`config.mk`:
```
export PLATFORM = sky130hd
export DESIGN_NAME = hazard_ctrl_flat
export DESIGN_NICKNAME = d
export VERILOG_FILES = /design/src/rtl/isa_pkg.sv /design/src/rtl/hazard_ctrl_if.sv /design/src/rtl/hazard_decode.sv /design/src/rtl/hazard_ctrl.sv /design/src/flat_wrapper.sv
export SDC_FILE = /design/constraint.sdc
export NUM_CORES = 1
export LEC_CHECK = 0
export CORE_MARGIN = 1.5
export CORE_UTILIZATION = 35
export CTS_CLUSTER_DIAMETER = 200
export CTS_CLUSTER_SIZE = 25
export DETAILED_ROUTE_END_ITERATION = 12
export HOLD_SLACK_MARGIN = 0.03
export PLACE_DENSITY_LB_ADDON = 0.15
export SYNTH_ARGS = -nofsm -noshare
export SYNTH_HDL_FRONTEND = slang
export SYNTH_SLANG_ARGS = --single-unit
```
`constraint.sdc`:
```
create_clock -name clock -period 1.9 [get_ports clock]
set_clock_uncertainty 0.1 [all_clocks]
set_input_delay 0.285 -clock clock [delete_from_list [all_inputs] [get_ports clock]]
set_output_delay 0.285 -clock clock [all_outputs]
set_load 0.05 [all_outputs]
```
`src/rtl/isa_pkg.sv`:
```
// Shared ISA constants and hazard-controller state encoding.
// Used by the decode logic, the controller FSM and the bench.
package isa_pkg;

  localparam logic [4:0] OP_RTYPE = 5'b00000;
  localparam logic [4:0] OP_BNE   = 5'b00010;
  localparam logic [4:0] OP_JR    = 5'b00100;
  localparam logic [4:0] OP_ADDI  = 5'b00101;
  localparam logic [4:0] OP_BLT   = 5'b00110;
  localparam logic [4:0] OP_SW    = 5'b00111;
  localparam logic [4:0] OP_LW    = 5'b01000;

  localparam logic [4:0] ALU_MUL  = 5'b00110;
  localparam logic [4:0] ALU_DIV  = 5'b00111;

  localparam logic [31:0] NOP     = 32'h0000_0000;

  typedef enum logic [1:0] {
    ST_IDLE = 2'b00,
    ST_BUSY = 2'b01,
    ST_DONE = 2'b10
  } md_state_e;

endpackage

```
`src/rtl/hazard_ctrl_if.sv`:
```
// Pipeline <-> hazard controller signal bundle: instruction words in,
// latch enables / bubble selects / multdiv handshake out.
interface hazard_ctrl_if;
  logic [31:0] ir_fd;
  logic [31:0] ir_dx;
  logic        branch_taken;
  logic        en_pc;
  logic        en_fd;
  logic        en_dx;
  logic        en_xm;
  logic        en_mw;
  logic        fd_bubble;
  logic        dx_bubble;
  logic        xm_bubble;
  logic        md_start;
  logic        md_busy;
  logic [15:0] stall_cycles;

  modport master (
    output ir_fd, ir_dx, branch_taken,
    input  en_pc, en_fd, en_dx, en_xm, en_mw,
    input  fd_bubble, dx_bubble, xm_bubble,
    input  md_start, md_busy, stall_cycles
  );

  modport slave (
    input  ir_fd, ir_dx, branch_taken,
    output en_pc, en_fd, en_dx, en_xm, en_mw,
    output fd_bubble, dx_bubble, xm_bubble,
    output md_start, md_busy, stall_cycles
  );
endinterface

```
`src/rtl/hazard_decode.sv`:
```
// Combinational field extraction: load-use detection between D/X and F/D,
// and mul/div recognition on the instruction in D/X.
module hazard_decode
  import isa_pkg::*;
(
  input  logic [31:0] ir_fd,
  input  logic [31:0] ir_dx,
  output logic        load_use,
  output logic        mdop
);

  logic [4:0] fd_op_s, fd_rd_s, fd_rs_s, fd_rt_s;
  logic [4:0] dx_op_s, dx_rd_s, dx_alu_s;
  logic       use_rs_s, use_rt_s, use_rd_s;
  logic       unused_bits_s;

  assign fd_op_s  = ir_fd[31:27];
  assign fd_rd_s  = ir_fd[26:22];
  assign fd_rs_s  = ir_fd[21:17];
  assign fd_rt_s  = ir_fd[16:12];
  assign dx_op_s  = ir_dx[31:27];
  assign dx_rd_s  = ir_dx[26:22];
  assign dx_alu_s = ir_dx[6:2];
  assign unused_bits_s = ^{ir_fd[11:0], ir_dx[21:7], ir_dx[1:0]};

  // Which register fields of the F/D instruction are actually read
  always_comb begin
    use_rs_s = 1'b0;
    use_rt_s = 1'b0;
    use_rd_s = 1'b0;
    case (fd_op_s)
      OP_RTYPE: begin
        use_rs_s = 1'b1;
        use_rt_s = 1'b1;
      end
      OP_ADDI, OP_LW: begin
        use_rs_s = 1'b1;
      end
      OP_SW, OP_BNE, OP_BLT: begin
        use_rs_s = 1'b1;
        use_rd_s = 1'b1;
      end
      OP_JR: begin
        use_rd_s = 1'b1;
      end
      default: begin
        use_rs_s = 1'b0;
        use_rt_s = 1'b0;
        use_rd_s = 1'b0;
      end
    endcase
  end

  // A load into $0 never creates a dependency
  assign load_use = (dx_op_s == OP_LW) && (dx_rd_s != 5'd0) &&
                    ((use_rs_s && (fd_rs_s == dx_rd_s)) ||
                     (use_rt_s && (fd_rt_s == dx_rd_s)) ||
                     (use_rd_s && (fd_rd_s == dx_rd_s)));

  assign mdop = (dx_op_s == OP_RTYPE) &&
                ((dx_alu_s == ALU_MUL) || (dx_alu_s == ALU_DIV));

endmodule

```
`src/rtl/hazard_ctrl.sv`:
```
// Pipeline hazard controller: multdiv stall FSM, branch flush and load-use
// interlock, plus a saturating count of PC-stall cycles.
module hazard_ctrl
  import isa_pkg::*;
#(
  parameter int unsigned MD_CYCLES = 32
)(
  input  logic          clock,
  input  logic          reset,
  hazard_ctrl_if.slave  hz
);

  localparam logic [7:0] MD_LOAD = 8'(MD_CYCLES - 1);

  md_state_e   state_r, state_s;
  logic [7:0]  cnt_r, cnt_s;
  logic [15:0] stall_r;
  logic        load_use_s, mdop_s;
  logic        en_pc_s, en_fd_s, en_dx_s;
  logic        fd_bubble_s, dx_bubble_s, xm_bubble_s;
  logic        md_start_s, md_busy_s;

  hazard_decode u_decode (
    .ir_fd    (hz.ir_fd),
    .ir_dx    (hz.ir_dx),
    .load_use (load_use_s),
    .mdop     (mdop_s)
  );

  // FSM state and multdiv cycle counter
  always_ff @(posedge clock or negedge reset) begin
    if (!reset) begin
      state_r <= ST_IDLE;
      cnt_r   <= 8'd0;
    end else begin
      state_r <= state_s;
      cnt_r   <= cnt_s;
    end
  end

  // Next state and stall/flush decode; priority mdop > branch > load-use
  always_comb begin
    state_s     = state_r;
    cnt_s       = cnt_r;
    en_pc_s     = 1'b1;
    en_fd_s     = 1'b1;
    en_dx_s     = 1'b1;
    fd_bubble_s = 1'b0;
    dx_bubble_s = 1'b0;
    xm_bubble_s = 1'b0;
    md_start_s  = 1'b0;
    md_busy_s   = 1'b0;
    case (state_r)
      ST_IDLE: begin
        if (mdop_s) begin
          md_start_s  = 1'b1;
          en_pc_s     = 1'b0;
          en_fd_s     = 1'b0;
          en_dx_s     = 1'b0;
          xm_bubble_s = 1'b1;
          cnt_s       = MD_LOAD;
          state_s     = ST_BUSY;
        end else if (hz.branch_taken) begin
          fd_bubble_s = 1'b1;
          dx_bubble_s = 1'b1;
        end else if (load_use_s) begin
          en_pc_s     = 1'b0;
          en_fd_s     = 1'b0;
          dx_bubble_s = 1'b1;
        end else begin
          state_s     = ST_IDLE;
        end
      end
      ST_BUSY: begin
        en_pc_s     = 1'b0;
        en_fd_s     = 1'b0;
        en_dx_s     = 1'b0;
        xm_bubble_s = 1'b1;
        md_busy_s   = 1'b1;
        if (cnt_r == 8'd0) begin
          state_s = ST_DONE;
        end else begin
          cnt_s   = cnt_r - 8'd1;
        end
      end
      ST_DONE: begin
        state_s = ST_IDLE;
        cnt_s   = 8'd0;
      end
      default: begin
        state_s = ST_IDLE;
        cnt_s   = 8'd0;
      end
    endcase
  end

  // Saturating count of cycles in which the PC is frozen
  always_ff @(posedge clock or negedge reset) begin
    if (!reset) begin
      stall_r <= 16'd0;
    end else if (!en_pc_s && (stall_r != 16'hFFFF)) begin
      stall_r <= stall_r + 16'd1;
    end else begin
      stall_r <= stall_r;
    end
  end

  assign hz.en_pc        = en_pc_s;
  assign hz.en_fd        = en_fd_s;
  assign hz.en_dx        = en_dx_s;
  assign hz.en_xm        = 1'b1;
  assign hz.en_mw        = 1'b1;
  assign hz.fd_bubble    = fd_bubble_s;
  assign hz.dx_bubble    = dx_bubble_s;
  assign hz.xm_bubble    = xm_bubble_s;
  // No start pulse may escape while reset is held
  assign hz.md_start     = md_start_s & reset;
  assign hz.md_busy      = md_busy_s;
  assign hz.stall_cycles = stall_r;

endmodule

```
`src/flat_wrapper.sv`:
```
// flat-port wrapper written by rule: the top's interface ports become plain ports
module hazard_ctrl_flat import isa_pkg::*;
#(
  parameter int unsigned MD_CYCLES = 32
)
  (clock, reset, hz_ir_fd, hz_ir_dx, hz_branch_taken, hz_en_pc, hz_en_fd, hz_en_dx, hz_en_xm, hz_en_mw, hz_fd_bubble, hz_dx_bubble, hz_xm_bubble, hz_md_start, hz_md_busy, hz_stall_cycles);
  hazard_ctrl_if hz_i ();
  input  logic clock;
  input  logic reset;
  input wire logic [$bits(hz_i.ir_fd)-1:0] hz_ir_fd;
  input wire logic [$bits(hz_i.ir_dx)-1:0] hz_ir_dx;
  input wire logic [$bits(hz_i.branch_taken)-1:0] hz_branch_taken;
  output wire logic [$bits(hz_i.en_pc)-1:0] hz_en_pc;
  output wire logic [$bits(hz_i.en_fd)-1:0] hz_en_fd;
  output wire logic [$bits(hz_i.en_dx)-1:0] hz_en_dx;
  output wire logic [$bits(hz_i.en_xm)-1:0] hz_en_xm;
  output wire logic [$bits(hz_i.en_mw)-1:0] hz_en_mw;
  output wire logic [$bits(hz_i.fd_bubble)-1:0] hz_fd_bubble;
  output wire logic [$bits(hz_i.dx_bubble)-1:0] hz_dx_bubble;
  output wire logic [$bits(hz_i.xm_bubble)-1:0] hz_xm_bubble;
  output wire logic [$bits(hz_i.md_start)-1:0] hz_md_start;
  output wire logic [$bits(hz_i.md_busy)-1:0] hz_md_busy;
  output wire logic [$bits(hz_i.stall_cycles)-1:0] hz_stall_cycles;
  assign hz_i.ir_fd = hz_ir_fd;
  assign hz_i.ir_dx = hz_ir_dx;
  assign hz_i.branch_taken = hz_branch_taken;
  assign hz_en_pc = hz_i.en_pc;
  assign hz_en_fd = hz_i.en_fd;
  assign hz_en_dx = hz_i.en_dx;
  assign hz_en_xm = hz_i.en_xm;
  assign hz_en_mw = hz_i.en_mw;
  assign hz_fd_bubble = hz_i.fd_bubble;
  assign hz_dx_bubble = hz_i.dx_bubble;
  assign hz_xm_bubble = hz_i.xm_bubble;
  assign hz_md_start = hz_i.md_start;
  assign hz_md_busy = hz_i.md_busy;
  assign hz_stall_cycles = hz_i.stall_cycles;
  hazard_ctrl #(.MD_CYCLES(MD_CYCLES)) u_core (.clock(clock), .reset(reset), .hz(hz_i));
endmodule
```
### Word-level counts from Yosys, hierarchy flattened

Index checks and enable logic that the tools add are counted.

| storage, ports and cells | value |
|---|---|
| bits in registers | 26 |
| word-level logic and storage cells | 73 |
| output and inout port bits | 26 |

| operators by class | value |
|---|---|
| reduce and logical (&&, ||, !) cells | 20 |
| multiplexer cells | 28 |
| bitwise operators | 1 |
| $add $sub $neg | 2 |
| equal/unequal tests | 19 |

Operator list:

| operator | number |
|---|---|
| 5-bit by 3-bit equality test with 1-bit output, second input constant | 6 |
| 1-bit two-way mux | 17 |
| 16-bit by 1-bit adder with 16-bit output, second input constant | 1 |
| 8-bit two-way mux | 2 |
| 16-bit != test, second input constant | 1 |
| 8-bit case mux with 2 select lines | 1 |
| 5-bit equality test | 3 |
| 5-bit by 4-bit equality test with 1-bit output, second input constant | 2 |
| 5-bit zero test | 2 |
| 8-bit zero test | 1 |
| 2-bit two-way mux | 4 |
| 8-bit by 1-bit subtractor with 8-bit output, second input constant | 1 |
| 1-bit logical AND | 7 |
| 1-bit case mux with 2 select lines | 3 |
| 6-bit OR reduction | 1 |
| 5-bit by 2-bit equality test with 1-bit output, second input constant | 1 |
| 5-bit nonzero test | 1 |
| 2-bit by 1-bit != test with 1-bit output, second input constant | 2 |
| 2-bit case mux with 2 select lines | 1 |
| 4-bit OR reduction | 1 |
| 1-bit logical OR | 3 |
| 3-bit by 2-bit != test with 1-bit output, second input constant | 1 |
| 3-bit != test, second input constant | 1 |
| 3-bit AND reduction | 1 |
| 6 further kinds | 6 |

### Logic depth before layout (Yosys ltp)

Gate-level depths: netlist of the first run.

| depth | value |
|---|---|
| word-level depth | 13 |
| depth in mapped cells | 9 |
| depth with buffers taken out | 9 |

### By module

A second synthesis of the first run with hierarchy kept.

| unflattened totals | value |
|---|---|
| cell total of the unflattened synthesis | 178 |
| area total of the unflattened synthesis | 1741.7 um^2 |

By module, submodules not included:

| module | cells each | area an instance (um^2) | sequential area each (um^2) | instances |
|---|---|---|---|---|
| hazard_ctrl | 140 | 1458.9 | 650.6 | 1 |
| hazard_decode | 38 | 282.8 | 0.0 | 1 |

### Worst setup path before layout of the first run

OpenSTA, ideal clock, no wires.

| path | value |
|---|---|
| kind | input -> output |
| start | input hz_ir_dx[6] |
| end | output hz_en_pc |
| path buffers | 2 |
| path slack | -0.556 ns |
| required time | 1.515 ns |
| cell stages on the path | 7 |
| data arrival time | 2.071 ns |
| path through | nor4b_1 -> a31oi_1 -> or2_2 -> o41ai_4 -> buf_6 -> inv_1 -> buf_4 |

| between the ends | value |
|---|---|
| longest elaborated chain between the ends | 5 |

Ends and longest elaborated chain:

| what | line | text |
|---|---|---|
| start, declared | flat_wrapper.sv:11 | `input wire logic [$bits(hz_i.ir_dx)-1:0] hz_ir_dx;` |
| 5-bit by 3-bit equality test with 1-bit output | hazard_decode.sv:61 | `((dx_alu_s == ALU_MUL) \|\| (dx_alu_s == ALU_DIV));` |
| 1-bit logical OR * | hazard_decode.sv:61 |  |
| 1-bit logical AND * | hazard_decode.sv:60 | `assign mdop = (dx_op_s == OP_RTYPE) &&` |
| 1-bit two-way mux * | n/a |  |
| 1-bit case mux with 2 select lines * | n/a |  |
| end, declared | flat_wrapper.sv:13 | `output wire logic [$bits(hz_i.en_pc)-1:0] hz_en_pc;` |

Every way passes the cells marked *; elsewhere a longest branch is shown, timed or not.

### Final worst setup path of the first run

| path | value |
|---|---|
| start | input hz_ir_dx[25] |
| end | output hz_dx_bubble |

| between the ends | value |
|---|---|
| longest elaborated chain between the ends | 9 |

Ends and longest elaborated chain:

| what | line | text |
|---|---|---|
| 5-bit equality test (on tied branches) | hazard_decode.sv:56, hazard_decode.sv:57 |  |
| 1-bit logical AND (on tied branches) | hazard_decode.sv:56, hazard_decode.sv:57 |  |
| 1-bit logical OR | hazard_decode.sv:56 | `((use_rs_s && (fd_rs_s == dx_rd_s)) \|\|` |
| 1-bit logical OR | hazard_decode.sv:57 | `(use_rt_s && (fd_rt_s == dx_rd_s)) \|\|` |
| 1-bit logical AND * | hazard_decode.sv:55 | `assign load_use = (dx_op_s == OP_LW) && (dx_rd_s != 5'd0) &&` |
| 1-bit two-way mux * | hazard_ctrl.sv:66 | `end else if (load_use_s) begin` |
| 1-bit two-way mux * | hazard_ctrl.sv:63 | `end else if (hz.branch_taken) begin` |
| 1-bit two-way mux * | hazard_ctrl.sv:55 | `if (mdop_s) begin` |
| 1-bit two-way mux * | hazard_ctrl.sv:53 | `case (state_r)` |
| end, declared | flat_wrapper.sv:19 | `output wire logic [$bits(hz_i.dx_bubble)-1:0] hz_dx_bubble;` |

Marks and branches as above.

==> results.ini, run 1 <==
[synthesis]
yosysUniqueCellTypes=40
synth_area_mm2=0.00171
yosys_warnings=0
yosys.area.top_type=dfrtp_1
synth.area.top_cells=dfrtp_1 (38%), xnor2_1 (14%), nand3_2 (5.3%), and3_1 (4.8%), xor2_1 (3.6%)
synth_seq_area_share=0.380
synthArstFlopShare=1.00
ys_ff_latch=26
synth-edff-count=0
synth.top_cell.area_share=0.380
synthCells=179
synthFlopType=dfrtp_1
syn-mean-instance-area_um2=9.56

[detailed_routing]
drt_wl_total_mm=5.07
drt_iter0_drc=87
vias=1695
wl_per_cell_um=14.4
avgViaCountPerCell=4.82
drcViolationCount=0
first_pass_iters=4
postRouteAntennaNets=0

[placement]
dp_cells=336
place_congestion=0.804
dp_hpwl_mm=3.43
preCtsSetupSlack_ns=-0.688
numPortBuffers=60

[sta]
final.setup.tns_ns=-2.60
fin_ws_ns=-0.306
finalMaxSlewViolations=0
finalHoldViolCount=0
period_needed_ns=2.21
setup_viol=20
fmax_ghz=0.453
period_share=1.16
rsz0062_at_grt=true

[finish]
diodes=0
nets=356
fillers=382
layout-drive-gt1-share=0.551
synthToLayoutAreaGrowth_pct=83.0
fin_cells=352
final_core_util=0.663

[setup_path]
critical_path_required_ns=1.51
cp_max_fo=3
critPathKind=input pin to output pin
endpoint_kind=output pin
crit_chain=buf_8 -> buf_6 -> or4_4 -> o2111ai_4 -> buf_6 -> nor2_2 -> o211a_4 -> buf_8
critPathSlowestCell=or4_4
path_buf_inv=4
slowest_delay_ns=0.55
crit_family=simple AND/OR/NAND/NOR gates
cp.arrival_ns=1.82
timing.critical_path.from_type=input pin

[power_and_ir_drop]
power_leakage_uw=0.00138
power.density_mw_per_mm2=726
vdd_drop_max_mv=0.804

[clock_network]
cts_buffers=3
clock_sinks=26
clockBufferDepth=2
cts_hold_buf=0
clk_latency_ns=0.27
clk_pin_slew_ns=0.09
cts_tree=done
root_buffer=clkbuf_8
h-tree-depth=1

[floorplanning]
die_w_um=72.9
coreArea_mm2=0.00472
num_rows=25
io_pins=93
dieArea_mm2=0.00532
dieHeight_um=72.9
initial_core_util=0.362

[global_routing]
grt_pass1_wl_mm=8.25
antenna_found_initial=0
grt_max_degree=27
track_usage=0.199
grt_pass1_vias=1735
grt.overflow.total=0

[run]
maxCapViolCount=0

[status]
outcome=finished, violations left
violations=negative setup slack

[min_path]
min_path_type=input pin to async pin

==> stage by stage <==
step / area [µm²] / hold slack [ns] / total power, µW
3_3_place_gp: 2650 / 0.385 / 1590
6_report: 3130 / 0.319 / 2270
5_1_grt: 3130 / 0.356 / 2400
3_5_place_dp: 2650 / 0.393 / 1600
4_1_cts: 2990 / 0.324 / 2150
2_1_floorplan: 1780 / -0.111 / 1230
==> worst paths after layout <==
path | from | end | slack (ns) | cells past startpoint
max | hz_ir_dx[25] | hz_dx_bubble | -0.31 | 8
min | reset | u_core.state_r[1]$_DFFE_PN0P_ | 0.32 | 2
max reg2reg | u_core.hz.stall_cycles[1]$_DFFE_PN0P_ | u_core.hz.stall_cycles[13]$_DFFE_PN0P_ | -0.05 | 7
min reg2reg | u_core.hz.stall_cycles[15]$_DFFE_PN0P_ | u_core.hz.stall_cycles[15]$_DFFE_PN0P_ | 0.41 | 1
max in group asynchronous | reset | u_core.cnt_r[2]$_DFFE_PN0P_ | 1.10 | 2
min in group clock | u_core.hz.stall_cycles[15]$_DFFE_PN0P_ | u_core.hz.stall_cycles[15]$_DFFE_PN0P_ | 0.41 | 1
==> cell usage in the layout (no fill, tap or decap), types with 6 or more instances in the layout <==
cell           count
nand2_1            9
dfrtp_1           20
buf_2              6
and3_1            11
xnor2_1           22
buf_6             18
nor2_1            11
buf_4             56
nand3_2           15
dfrtp_2            6
dlygate4sd2_1     10
==> worst register-to-register path, delay by kind of cell, from the launching register on <==
kind / cells / cell delay, ns
adders and majority gates: 1 / 0.17
buffers and inverters: 1 / 0.23
and+or+nand+nor: 4 / 0.87
DFF: 1 / 0.38
xor gates and xnor gates: 1 / 0.12
==> flip-flops by register name, summed over array words and instances, names as in the netlist <==
| signal | flops |
|---|---|
| u_core.state_r | 2 |
| u_core.cnt_r | 8 |
| u_core.hz.stall_cycles | 16 |
==> repair_timing <==
action	CTS	global route
gates resized for setup	136	36
pin swaps	38	23
setup endpoints to repair	29	26
setup buffers	11	6
==> report_power, final <==
group / internal, µW / switching [µW] / total, µW
logic: 511 / 559 / 1070
clock network: 282 / 183 / 465
registers: 659 / 79.1 / 738
==> per-layer routing <==
metal,vias to the layer above,wire [µm],share of wire,global-route usage
met5,-,0,0,0
met4,0,89,0.018,0.0377
met3,10,154,0.030,0.0401
met2,27,2630,0.52,0.344
met1,824,2190,0.43,0.260
li1,834,-,-,-
==> cells by family after synthesis <==
group	after synthesis	synth area share
flip-flops	26	0.380
AND/OR/NAND/NOR	77	0.265
other	1	0.00219
buffers and inverters	15	0.0461
AO/OA/AOI/OAI	22	0.105
XOR/XNOR	34	0.174
multiplexers	1	0.00658
adder cells (fa/ha/maj)	3	0.0219
==> cell type report <==
cell class | instances | area [µm²] | share of cell area
clock buffer | 3 | 41.3 | 0.0132
tap | 67 | 83.8 | 0.0268
timing repair buffer | 109 | 981 | 0.313
sequential | 26 | 658 | 0.210
clock inverter | 1 | 30.0 | 0.00959
multi-input combinational | 139 | 1310 | 0.417
inverter | 7 | 31.3 | 0.00999
==> synthesized netlist by cell type (4+ instances only) <==
cell / count
dfrtp_1: 26
xnor2_1: 27
and3_1: 13
xor2_1: 7
nand2_1: 11
nand3_1: 10
nand3_2: 9
nor3_1: 4
o21ai_0: 6
inv_1: 7
nor2_1: 14
buf_4: 4
Note: power is estimated with default switching activity, not from simulation.
==> inputs of run 2 (changes only) <==
Settings changed: CELL_PAD_IN_SITES_DETAIL_PLACEMENT set to 1, CELL_PAD_IN_SITES_GLOBAL_PLACEMENT set to 2, CORE_UTILIZATION 35 to 19.
==> run 2 against run 1 <==
The run still ends with negative setup slack left. Die area rose by 80%. Sequential power increased by 2%. Critical path depth down 1. Via count grew 3.1%. Fmax rose by 0.41%. Combinational power rose by 10%. Non-clock buffer count rose by 12.
==> results.ini, run 2 (synthesis gave the netlist of run 1 again) <==
[status]
outcome=finished, violations left
violations=negative setup slack

[setup_path]
endpoint_kind=output pin
cp.arrival_ns=1.81
cp_max_fo=3
timing.critical_path.from_type=input pin
critPathKind=input pin to output pin
ff2ff_path_depth=7
critical_path_required_ns=1.51

[clock_network]
cts_tree=done
clockBufferDepth=2
clk_latency_ns=0.27
clk_pin_slew_ns=0.10
clock_sinks=26
root_buffer=clkbuf_8
cts_buffers=3
h-tree-depth=1

[run]
maxCapViolCount=0

[sta]
fin_ws_ns=-0.297
rsz0062_at_grt=true
setup_viol=25
fmax_ghz=0.455
finalMaxSlewViolations=0
finalHoldViolCount=0
period_share=1.16
final.setup.tns_ns=-3.78
period_needed_ns=2.20

[power_and_ir_drop]
finalPower_uw=2400
power_leakage_uw=0.00148
internal_power_uw=1530
power.density_mw_per_mm2=727
clockPowerShare=0.195
p_seq_frac=0.312
switching_share=0.362
vdd_drop_max_mv=0.272
comb_power_share=0.493
p_sw_uw=871

[detailed_routing]
drt_wl_total_mm=5.90
wl_per_cell_um=14.6
vias=1747
avgViaCountPerCell=4.31
drt_iter0_drc=29
drcViolationCount=0
postRouteAntennaNets=0
first_pass_iters=3

[placement]
dp_cells=381
place_congestion=0.698
preCtsSetupSlack_ns=-0.819
numPortBuffers=60
dp_hpwl_mm=4.30

[finish]
layout-drive-gt1-share=0.579
diodes=0
nets=368
largest_register_ffs=16
synthToLayoutAreaGrowth_pct=93.1
final_cell_mix=buf_4 (67), dfrtp_1 (20), xnor2_1 (18), dlygate4sd2_1 (13), buf_6 (12)
final_common_cell=buf_4
fillers=988
regArea_um2=658
multi_input_area_mm2=0.00135
fin_cells=405

[floorplanning]
num_rows=34
coreArea_mm2=0.00872
io_pins=93
dieArea_mm2=0.00959
initial_core_util=0.196
die_w_um=97.9
dieHeight_um=97.9

[global_routing]
grt_pass1_wl_mm=9.40
grt_max_degree=27
track_usage=0.120
grt_pass1_vias=1825
grt.overflow.total=0
antenna_found_initial=0

[min_path]
min_path_type=input pin to async pin

## run 2: cell types whose count changed in the layout (fill, tap and decap cells not counted), moves of 3 or more
cell,delta
nor2_2,+3
xnor2_1,-4
nand3_2,-5
buf_6,-6
buf_4,+11
dlygate4sd2_1,+3
xnor2_2,+4
nand3_4,+6
## run 2: area by class of cell
cell class / count / area share
multi-input combinational: 139 / 0.408
timing repair buffer: 121 / 0.321
sequential: 26 / 0.199
tap: 108 / 0.0409
clock buffer: 3 / 0.0125
inverter: 7 / 0.00946
clock inverter: 1 / 0.00908
## run 2: timing repair
action	4_1_cts	5_1_grt
hold buffers	0	0
setup buffers	13	9
resized for setup	110	56
pin swaps	33	19
endpoints found under the setup margin	28	28
## run 2: worst paths after layout
kind / start / end / slack [ns]
setup / recovery: hz_ir_dx[25] / hz_dx_bubble / -0.30
hold / removal: reset / u_core.state_r[0]$_DFFE_PN0P_ / 0.34
setup reg to reg: u_core.hz.stall_cycles[0]$_DFFE_PN0P_ / u_core.hz.stall_cycles[8]$_DFFE_PN0P_ / -0.09
hold reg to reg: u_core.hz.stall_cycles[13]$_DFFE_PN0P_ / u_core.hz.stall_cycles[13]$_DFFE_PN0P_ / 0.41
max in group asynchronous: reset / u_core.hz.stall_cycles[6]$_DFFE_PN0P_ / 1.07
min in group clock: u_core.hz.stall_cycles[13]$_DFFE_PN0P_ / u_core.hz.stall_cycles[13]$_DFFE_PN0P_ / 0.41
## run 2: stage by stage
stage | utilization | cell area (µm²) | hold WS (ns)
after floorplan | - | 1780 | -0.111
after global placement | 0.313 | 2730 | 0.400
after detailed placement | 0.313 | 2730 | 0.401
after CTS | 0.345 | 3010 | 0.345
after global routing | 0.379 | 3310 | 0.381
final | 0.379 | 3310 | 0.344
## run 2: power groups by stage
stage	clock, µW	sequential (µW)	combinational (µW)
after global placement	0	743	887
final	468	751	1180
after global routing	505	768	1280
after detailed placement	0	749	892
after CTS	495	743	1060
after floorplan	0	863	365
## run 2: critical path, cell delays in order
cell       delay [ns]
buf_2            0.11
buf_6            0.12
or4_4            0.53
o2111ai_4        0.25
nor2_1           0.10
o211a_2          0.25
buf_6            0.15
## run 2: routing by layer
layer,track usage,wire (µm),up-vias
met4,0.0231,87,0
met2,0.213,3030,34
met5,0,0,-
li1,-,-,858
met3,0.0222,220,6
met1,0.154,2560,849
